$ cat src/rtl/sgmii_an_pkg.sv
// Shared constants, parser state type and helpers for the SGMII
// auto-negotiation receive config parser.
package sgmii_an_pkg;

    // Ordered-set code-group octets (after 8b/10b decode)
    localparam logic [7:0] K28_5 = 8'hBC;
    localparam logic [7:0] D21_5 = 8'hB5;
    localparam logic [7:0] D2_2  = 8'h42;
    localparam logic [7:0] D5_6  = 8'hC5;
    localparam logic [7:0] D16_2 = 8'h50;

    // Parser state
    typedef enum logic [1:0] {
        ST_HUNT   = 2'd0,
        ST_GOT_K  = 2'd1,
        ST_CFG_LO = 2'd2,
        ST_CFG_HI = 2'd3
    } an_rx_state_t;

    // Config-word bit positions
    localparam int CFG_ACK_BIT    = 14;
    localparam int CFG_LINK_BIT   = 15;
    localparam int CFG_DUPLEX_BIT = 12;
    localparam int CFG_SPEED_LSB  = 10;

    // SGMII speed encodings
    localparam logic [1:0] SPEED_10M   = 2'b00;
    localparam logic [1:0] SPEED_100M  = 2'b01;
    localparam logic [1:0] SPEED_1000M = 2'b10;

    localparam logic [15:0] CFG_ACK_MASK = 16'h4000;

    // Two config words count as the same ability when they differ only in ACK
    function automatic logic cfg_words_equal(input logic [15:0] a, input logic [15:0] b);
        return ((a & ~CFG_ACK_MASK) == (b & ~CFG_ACK_MASK));
    endfunction

endpackage

$ cat src/rtl/sgmii_an_rx_config_counter.sv
// Saturating run counter: clear wins, increment either extends the run
// (same) or restarts it at one. Match flag is registered alongside.
module an_match_counter #(
    parameter int MATCH_COUNT = 3
) (
    input  logic clock,
    input  logic reset,
    input  logic clear,
    input  logic incr,
    input  logic same,
    output logic match,
    output logic match_next
);

    localparam logic [2:0] MATCH_VAL = 3'(MATCH_COUNT);

    logic [2:0] count_r;
    logic [2:0] count_next_s;

    // Next run length from clear / increment / compare result
    always_comb begin
        count_next_s = count_r;
        if (clear) begin
            count_next_s = 3'd0;
        end else if (incr) begin
            if (same) begin
                if (count_r < MATCH_VAL) begin
                    count_next_s = count_r + 3'd1;
                end else begin
                    count_next_s = count_r;
                end
            end else begin
                count_next_s = 3'd1;
            end
        end else begin
            count_next_s = count_r;
        end
    end

    assign match_next = (count_next_s == MATCH_VAL);

    // Counter and match flag registers
    always_ff @(posedge clock or posedge reset) begin
        if (reset) begin
            count_r <= 3'd0;
            match   <= 1'b0;
        end else begin
            count_r <= count_next_s;
            match   <= match_next;
        end
    end

endmodule

$ cat src/rtl/sgmii_an_rx_config.sv
// Receive-side /C/ and /I/ ordered-set parser for Clause 37 / SGMII
// auto-negotiation: config words, match flags and decoded SGMII fields.
module sgmii_an_rx_config
    import sgmii_an_pkg::*;
#(
    parameter int MATCH_COUNT = 3
) (
    input  logic        clock,
    input  logic        reset,
    input  logic        rx_valid,
    input  logic [7:0]  rx_data,
    input  logic        rx_is_k,
    input  logic        rx_code_err,
    output logic [15:0] cfg_word,
    output logic        cfg_strobe,
    output logic        ability_match,
    output logic        ack_match,
    output logic        idle_match,
    output logic        rx_cfg_zero,
    output logic        sgmii_link,
    output logic [1:0]  sgmii_speed,
    output logic        sgmii_duplex
);

    an_rx_state_t state_r;
    an_rx_state_t next_state_s;

    logic [7:0]  lo_byte_r;
    logic [15:0] prev_word_r;
    logic        prev_valid_r;

    logic        lo_load_s;
    logic        word_done_s;
    logic        idle_done_s;
    logic        c_abort_s;
    logic        err_s;
    logic [15:0] word_s;
    logic [15:0] match_word_s;
    logic        c_same_s;
    logic        c_match_s;
    logic        c_match_next_s;
    logic        i_match_s;
    logic        i_match_next_s;

    assign word_s = {rx_data, lo_byte_r};

    // Parser next-state and per-octet events; idle cycles change nothing
    always_comb begin
        next_state_s = state_r;
        lo_load_s    = 1'b0;
        word_done_s  = 1'b0;
        idle_done_s  = 1'b0;
        c_abort_s    = 1'b0;
        err_s        = 1'b0;
        if (rx_valid) begin
            if (rx_code_err) begin
                err_s        = 1'b1;
                next_state_s = ST_HUNT;
            end else begin
                case (state_r)
                    ST_HUNT: begin
                        if (rx_is_k && (rx_data == K28_5)) begin
                            next_state_s = ST_GOT_K;
                        end else begin
                            next_state_s = ST_HUNT;
                        end
                    end
                    ST_GOT_K: begin
                        if (rx_is_k) begin
                            if (rx_data == K28_5) begin
                                next_state_s = ST_GOT_K;
                            end else begin
                                next_state_s = ST_HUNT;
                            end
                        end else if ((rx_data == D21_5) || (rx_data == D2_2)) begin
                            next_state_s = ST_CFG_LO;
                        end else if ((rx_data == D5_6) || (rx_data == D16_2)) begin
                            next_state_s = ST_HUNT;
                            idle_done_s  = 1'b1;
                        end else begin
                            next_state_s = ST_HUNT;
                        end
                    end
                    ST_CFG_LO: begin
                        if (rx_is_k) begin
                            next_state_s = ST_HUNT;
                            c_abort_s    = 1'b1;
                        end else begin
                            next_state_s = ST_CFG_HI;
                            lo_load_s    = 1'b1;
                        end
                    end
                    ST_CFG_HI: begin
                        if (rx_is_k) begin
                            next_state_s = ST_HUNT;
                            c_abort_s    = 1'b1;
                        end else begin
                            next_state_s = ST_HUNT;
                            word_done_s  = 1'b1;
                        end
                    end
                    default: begin
                        next_state_s = ST_HUNT;
                    end
                endcase
            end
        end else begin
            next_state_s = state_r;
        end
    end

    // Parser state register
    always_ff @(posedge clock or posedge reset) begin
        if (reset) begin
            state_r <= ST_HUNT;
        end else begin
            state_r <= next_state_s;
        end
    end

    // The first word after reset never counts as a repeat
    assign c_same_s = prev_valid_r && cfg_words_equal(word_s, prev_word_r);

    an_match_counter #(.MATCH_COUNT(MATCH_COUNT)) u_cfg_count (
        .clock      (clock),
        .reset      (reset),
        .clear      (err_s | c_abort_s | idle_done_s),
        .incr       (word_done_s),
        .same       (c_same_s),
        .match      (c_match_s),
        .match_next (c_match_next_s)
    );

    an_match_counter #(.MATCH_COUNT(MATCH_COUNT)) u_idle_count (
        .clock      (clock),
        .reset      (reset),
        .clear      (err_s | word_done_s),
        .incr       (idle_done_s),
        .same       (1'b1),
        .match      (i_match_s),
        .match_next (i_match_next_s)
    );

    assign ability_match = c_match_s;
    assign idle_match    = i_match_s;

    // While matched, cfg_word is the matched word; a new word replaces it
    assign match_word_s = word_done_s ? word_s : cfg_word;

    // Low byte capture and previous-word history
    always_ff @(posedge clock or posedge reset) begin
        if (reset) begin
            lo_byte_r    <= 8'h00;
            prev_word_r  <= 16'h0000;
            prev_valid_r <= 1'b0;
        end else begin
            if (lo_load_s) begin
                lo_byte_r <= rx_data;
            end
            if (word_done_s) begin
                prev_word_r  <= word_s;
                prev_valid_r <= 1'b1;
            end
        end
    end

    // Config word, strobe, ACK/zero flags and SGMII fields
    always_ff @(posedge clock or posedge reset) begin
        if (reset) begin
            cfg_word     <= 16'h0000;
            cfg_strobe   <= 1'b0;
            ack_match    <= 1'b0;
            rx_cfg_zero  <= 1'b0;
            sgmii_link   <= 1'b0;
            sgmii_speed  <= SPEED_10M;
            sgmii_duplex <= 1'b0;
        end else begin
            cfg_strobe  <= word_done_s;
            ack_match   <= c_match_next_s && match_word_s[CFG_ACK_BIT];
            rx_cfg_zero <= c_match_next_s && (match_word_s == 16'h0000);
            if (word_done_s) begin
                cfg_word <= word_s;
            end
            if (word_done_s && c_match_next_s) begin
                sgmii_link   <= word_s[CFG_LINK_BIT];
                sgmii_speed  <= word_s[CFG_SPEED_LSB +: 2];
                sgmii_duplex <= word_s[CFG_DUPLEX_BIT];
            end
        end
    end

endmodule

$ cat config.mk
export PLATFORM = sky130hd
export DESIGN_NAME = sgmii_an_rx_config
export DESIGN_NICKNAME = d
export VERILOG_FILES = /design/src/rtl/sgmii_an_pkg.sv /design/src/rtl/sgmii_an_rx_config_counter.sv /design/src/rtl/sgmii_an_rx_config.sv
export SDC_FILE = /design/constraint.sdc
export NUM_CORES = 1
export LEC_CHECK = 0
export ABC_AREA = 1
export CAP_MARGIN = 25
export CORE_MARGIN = 2
export CORE_UTILIZATION = 49
export DETAILED_ROUTE_END_ITERATION = 8
export GPL_ROUTABILITY_DRIVEN = 1
export PLACE_DENSITY = 0.84
export SLEW_MARGIN = 15
export SYNTH_ARGS = -nofsm -noshare
export SYNTH_HDL_FRONTEND = slang
export SYNTH_HIERARCHICAL = 1
export SYNTH_SLANG_ARGS = --single-unit
$ cat constraint.sdc
create_clock -name clock -period 1.8 [get_ports clock]
set_input_delay 0.36 -clock clock [delete_from_list [all_inputs] [get_ports clock]]
set_output_delay 0.36 -clock clock [all_outputs]
set_load 0.05 [all_outputs]
# Word level (Yosys, flattened, before mapping)
# Index checks and enable logic that the tools add are counted.
# op_classes
add_sub_neg	2
n_lt_le_gt_ge	2
eq_ne	11
n_mux	34
n_bitwise	3
reduce_logical	10
# ops
op	n
$eq 8x8->1 const B	3
$mux 1	21
$mux 3	7
$eq 8x7->1 const B	2
$logic_not 16->1	1
$mux 16	1
$eq 15x15->1	1
$mux 2	4
$pmux 2 s4	1
$add 3x1->3 const B	2
$eq 3x2->1 const B	2
$lt 3x2->1 const B	2
$logic_and 1x1->1	5
$eq 2x2->1 const B	2
$or 1x1->1	3
$eq 2x1->1 const B	1
$logic_not 2->1	1
$logic_or 1x1->1	2
$reduce_or 2->1	1
# word_totals
reg_bits	58
out_inout_bits	25
elab_cells	77

# Logic depth before layout (Yosys ltp)
# logic_depth
depth_word	12
depth_mapped	17
ltp_nobuf	17

# Cells and area by module
# Netlist, hierarchy kept.
# modules_own_cells
mod	instances	cells_each	area_per_inst_um2
sgmii_an_rx_config	1	246	2173.3
an_match_counter	2	32	230.2

# Worst setup path before layout
# No wires, ideal clock.
# synth_path
path_type	register -> register
from	register lo_byte_r[1]
to	register sgmii_duplex
setup_time_ps	127
arrival_ps	1714
slack_ps	-41
path_stages_with_launch	14
n_path_buf	0
cell_sequence	dfrtp_1 xor2_1 nor4_1 nand3_1 nor2_1 inv_1 nand2_1 nand2_1 nor2_1 nand3_1 nor2_1 nand2_1 nand2_1 o21ai_0
# synth_via
elab_chain_cells	7
# synth_rtl
element	line_no	rtl
start: declaration	sgmii_an_rx_config.sv:28	logic [7:0] lo_byte_r;
start signal: assignment	sgmii_an_rx_config.sv:158	lo_byte_r <= rx_data;
$eq 15x15->1	sgmii_an_pkg.sv:35	return ((a & ~CFG_ACK_MASK) == (b & ~CFG_ACK_MASK));
$logic_and 1x1->1	sgmii_an_rx_config.sv:122	assign c_same_s = prev_valid_r && cfg_words_equal(word_s, prev_word_r);
net c_same_s	sgmii_an_rx_config.sv:39	logic c_same_s;
$mux 3	sgmii_an_rx_config_counter.sv:26	if (same) begin
$mux 3	sgmii_an_rx_config_counter.sv:25	end else if (incr) begin
$mux 3	sgmii_an_rx_config_counter.sv:23	if (clear) begin
$eq 3x2->1	sgmii_an_rx_config_counter.sv:40	assign match_next = (count_next_s == MATCH_VAL);
net c_match_next_s	sgmii_an_rx_config.sv:41	logic c_match_next_s;
$logic_and 1x1->1	sgmii_an_rx_config.sv:184	if (word_done_s && c_match_next_s) begin
end signal: assignment	sgmii_an_rx_config.sv:187	sgmii_duplex <= word_s[CFG_DUPLEX_BIT];
end: declaration	sgmii_an_rx_config.sv:22	output logic sgmii_duplex
# The timed path passes the listed nets, and every way through them passes these cells.
# A chain may end at the register's enable or synchronous reset.

# Final worst setup path
# layout_path
from	register lo_byte_r[7]
to	register rx_cfg_zero
# layout_via
elab_chain_cells	7
elab_cells_between_ends	9
classes_between	eq/ne (2); mux (4); reduce/logical (3)
# layout_rtl
element	line_no	rtl
$eq 15x15->1	sgmii_an_pkg.sv:35	
$logic_and 1x1->1	sgmii_an_rx_config.sv:122	
net c_same_s	sgmii_an_rx_config.sv:39	
$mux 3	sgmii_an_rx_config_counter.sv:26	
$mux 3	sgmii_an_rx_config_counter.sv:25	
$mux 3	sgmii_an_rx_config_counter.sv:23	
$eq 3x2->1	sgmii_an_rx_config_counter.sv:40	
net c_match_next_s	sgmii_an_rx_config.sv:41	
$logic_and 1x1->1	sgmii_an_rx_config.sv:180	rx_cfg_zero <= c_match_next_s && (match_word_s == 16'h0000);
end signal: assignment	sgmii_an_rx_config.sv:180	
end: declaration	sgmii_an_rx_config.sv:19	output logic rx_cfg_zero,
# The timed path passes the listed nets, and every way through them passes these cells.

==> impl_metrics.ini <==
[run_status]
status = finished, violations left
violations = setup timing

[global_route]
gr-total-overflow = 0
grt_first_pass_wirelength_um = 12200
track_usage_pct = 26.4
grt_pass1_vias = 2561
grt_max_degree = 49
antenna_found_initial = 0

[synthesis]
yosysSeqAreaShare_pct = 54.2
syn_area_per_cell_sq_um = 8.50
synth_cell_type_count = 32
postSynthCellCount = 310
yosysWarnings = 6
syn_nets = 325
syn_area_sq_um = 2630
ys_ff_latch = 57

[timing]
min_period_ps = 2000
period_share_pct = 111
hold_viol_final = 0
fin_setup_tns_ps = -1150
setup_viol = 8
rsz0062_at_grt = true
worst_slack_ps = -203
slew_violations = 0
finClkSkew_ps = 4.84
fmax_mhz = 499

[pwr]
p_total_uw = 2510
leakage_uw = 0.00209
combPwrFrac_pct = 7.9
p_switching_uw = 591
seq_power_share_pct = 51.9
swShare_pct = 23.6
powerDensity_nw_per_um2 = 657
clockPowerShare_pct = 40.2
p_int_uw = 1920
vdd_ir_drop_max_mv = 0.547

[finish]
finalNetCount = 436
utilization_pct = 74.3
layout_common_cells = 88 x nand2_1, 85 x buf_4, 57 x dfrtp_1
final_common_cell = nand2_1
diodes = 0
drive_gt1_share_pct = 36.2
syn2layout_area_growth_pct = 44.9

[worst_setup_path]
r2r_end = rx_cfg_zero
worstPathArrival_ps = 2280
reg2reg_depth = 17
crit_required_ps = 2080
startpoint_type = register
critPathKind = register to register
cp-end-kind = register
timing.rr.start = lo_byte_r[7]
crit_path_max_fanout = 3
ff2ff_setup_slack_ps = -200

[placed_design]
gp_congestion = 0.882
io_buffer_count = 37
place_ws_ps = -769
dp_hpwl_um = 5230

[clocking]
htreeDepth = 3
clk_latency_ps = 340
cts_tree = built
clk_pin_slew_ps = 60
cts.path.max_buffers = 2
clockRootBuffer = clkbuf_8
cts_buffers = 9
cts.sinks = 57

[floorplan]
rows = 26
pin_count = 38
die_w_um = 77.3
die_h_um = 77.3
start_util_pct = 51.2
die_area_sq_um = 5980
core_area_sq_um = 5140

[drt]
ant_nets = 0
viasPerCell = 5.13
finalWirelength_um = 7480
routedWlPerCell_um = 15.1
drt-initial-drc-count = 178
drc = 0
firstDrtPassIters = 4
vias = 2537

[hold_path]
hold_path_class = primary input to asynchronous set/reset pin

[flow_run]
maxCapViolCount = 0
[sequential cells by signal, summed over array words and instances (netlist names)]
signal                count
u_cfg_count/count_r       3
u_idle_count/count_r      3
u_cfg_count/match         1
sgmii_speed               2
rx_cfg_zero               1
cfg_strobe                1
state_r                   2
ack_match                 1
prev_word_r              15
lo_byte_r                 8
prev_valid_r              1
u_idle_count/match        1
sgmii_link                1
cfg_word                 16
sgmii_duplex              1
[logic make-up (layout without fill, tap and decap cells)]
group,count (synthesis),count (layout),share of synthesized area (%)
mux,1,1,0.428
xor+xnor,6,6,2.00
flops,57,57,54.2
other cells,1,1,0.142
compound gates,42,42,8.88
simple gates,154,154,26.2
fa+ha+maj,2,2,0.950
buf+inv,47,162,7.27
[metrics by stage]
| step | hold slack (ps) | cells | instance area [sq um] |
|---|---|---|---|
| 2_1_floorplan | 126 | 310 | 2640 |
| 3_3_place_gp | 454 | 471 | 3460 |
| 3_5_place_dp | 457 | 471 | 3460 |
| 4_1_cts | 263 | 492 | 3690 |
| 5_1_grt | 270 | 495 | 3820 |
| 6_report | 269 | 495 | 3820 |
[synthesized netlist by cell type (all sizes together)]
| cell type | number | area [sq um] |
|---|---|---|
| nand2 | 97 | 377 |
| dfrtp | 57 | 1430 |
| inv | 42 | 158 |
| o21ai | 30 | 150 |
| nor2 | 21 | 98.8 |
| nand3 | 18 | 103 |
| nand4 | 7 | 43.8 |
| a21oi | 5 | 32.5 |
| buf | 5 | 33.8 |
| xor2 | 5 | 43.8 |
| nor4 | 4 | 25.0 |
| nor3 | 3 | 15.0 |
| o22ai | 3 | 18.8 |
| and2 | 2 | 15.0 |
| ha | 2 | 25.0 |
| o211ai | 2 | 15.0 |
| a221oi | 1 | 8.76 |
| conb | 1 | 3.75 |
| mux2 | 1 | 11.3 |
| nor2b | 1 | 6.26 |
| o311ai | 1 | 8.76 |
| or2 | 1 | 6.26 |
| xnor2 | 1 | 8.76 |
[repair_timing]
item / 4_1_cts / 5_1_grt
buffers inserted: 7 / 5
hold buffers: 0 / 0
endpoints found under the hold margin: 0 / 0
pin swaps: 19 / 18
gates resized for setup: 24 / 40
setup endpoints to repair: 12 / 13
[power groups by stage]
stage	combinational, uW	sequential [uW]	clock, uW
floorplan	60.2	1330	0
global placement	174	1320	0
detailed placement	176	1320	0
CTS	185	1300	1010
global route	215	1300	1080
finish	198	1300	1010
[how the worst max path moves through the flow]
stage                  from           end  slack, ps
2_1_floorplan  lo_byte_r[5]   rx_cfg_zero          9
3_3_place_gp     rx_data[3]   rx_cfg_zero       -660
3_5_place_dp     rx_data[3]   rx_cfg_zero       -770
4_1_cts        lo_byte_r[6]  sgmii_duplex       -230
5_1_grt        lo_byte_r[3]   rx_cfg_zero       -400
6_report       lo_byte_r[7]   rx_cfg_zero       -200
[final cells by class]
type,instances,area [sq um]
sequential,57,1430
fill,382,1320
multi-input combinational,206,1140
timing repair buffer,105,846
inverter,42,158
clock buffer,15,156
tap,70,87.6
[routing by layer]
metal  vias to the layer above  GRT usage, %  wire, um
met1                      1230          33.6      3090
met4                         0          11.1       163
met2                        68          44.3      3820
met3                        20          4.94       401
met5                         -             0         0
li1                       1219             -         -
[worst max-delay path: stages (launching register included)]
cell	delay, ps
dfrtp_1	380
buf_4	150
o22ai_2	190
a21oi_1	70
nand3_1	110
nor2_2	40
inv_1	60
nand2_2	70
buf_4	140
nand2_1	60
inv_1	40
nand2_1	60
nand2_2	70
nor2_4	160
inv_2	60
nor2_2	130
nand3_2	80
nor2_2	80
No activity file was read; power rests on OpenSTA's default activity.
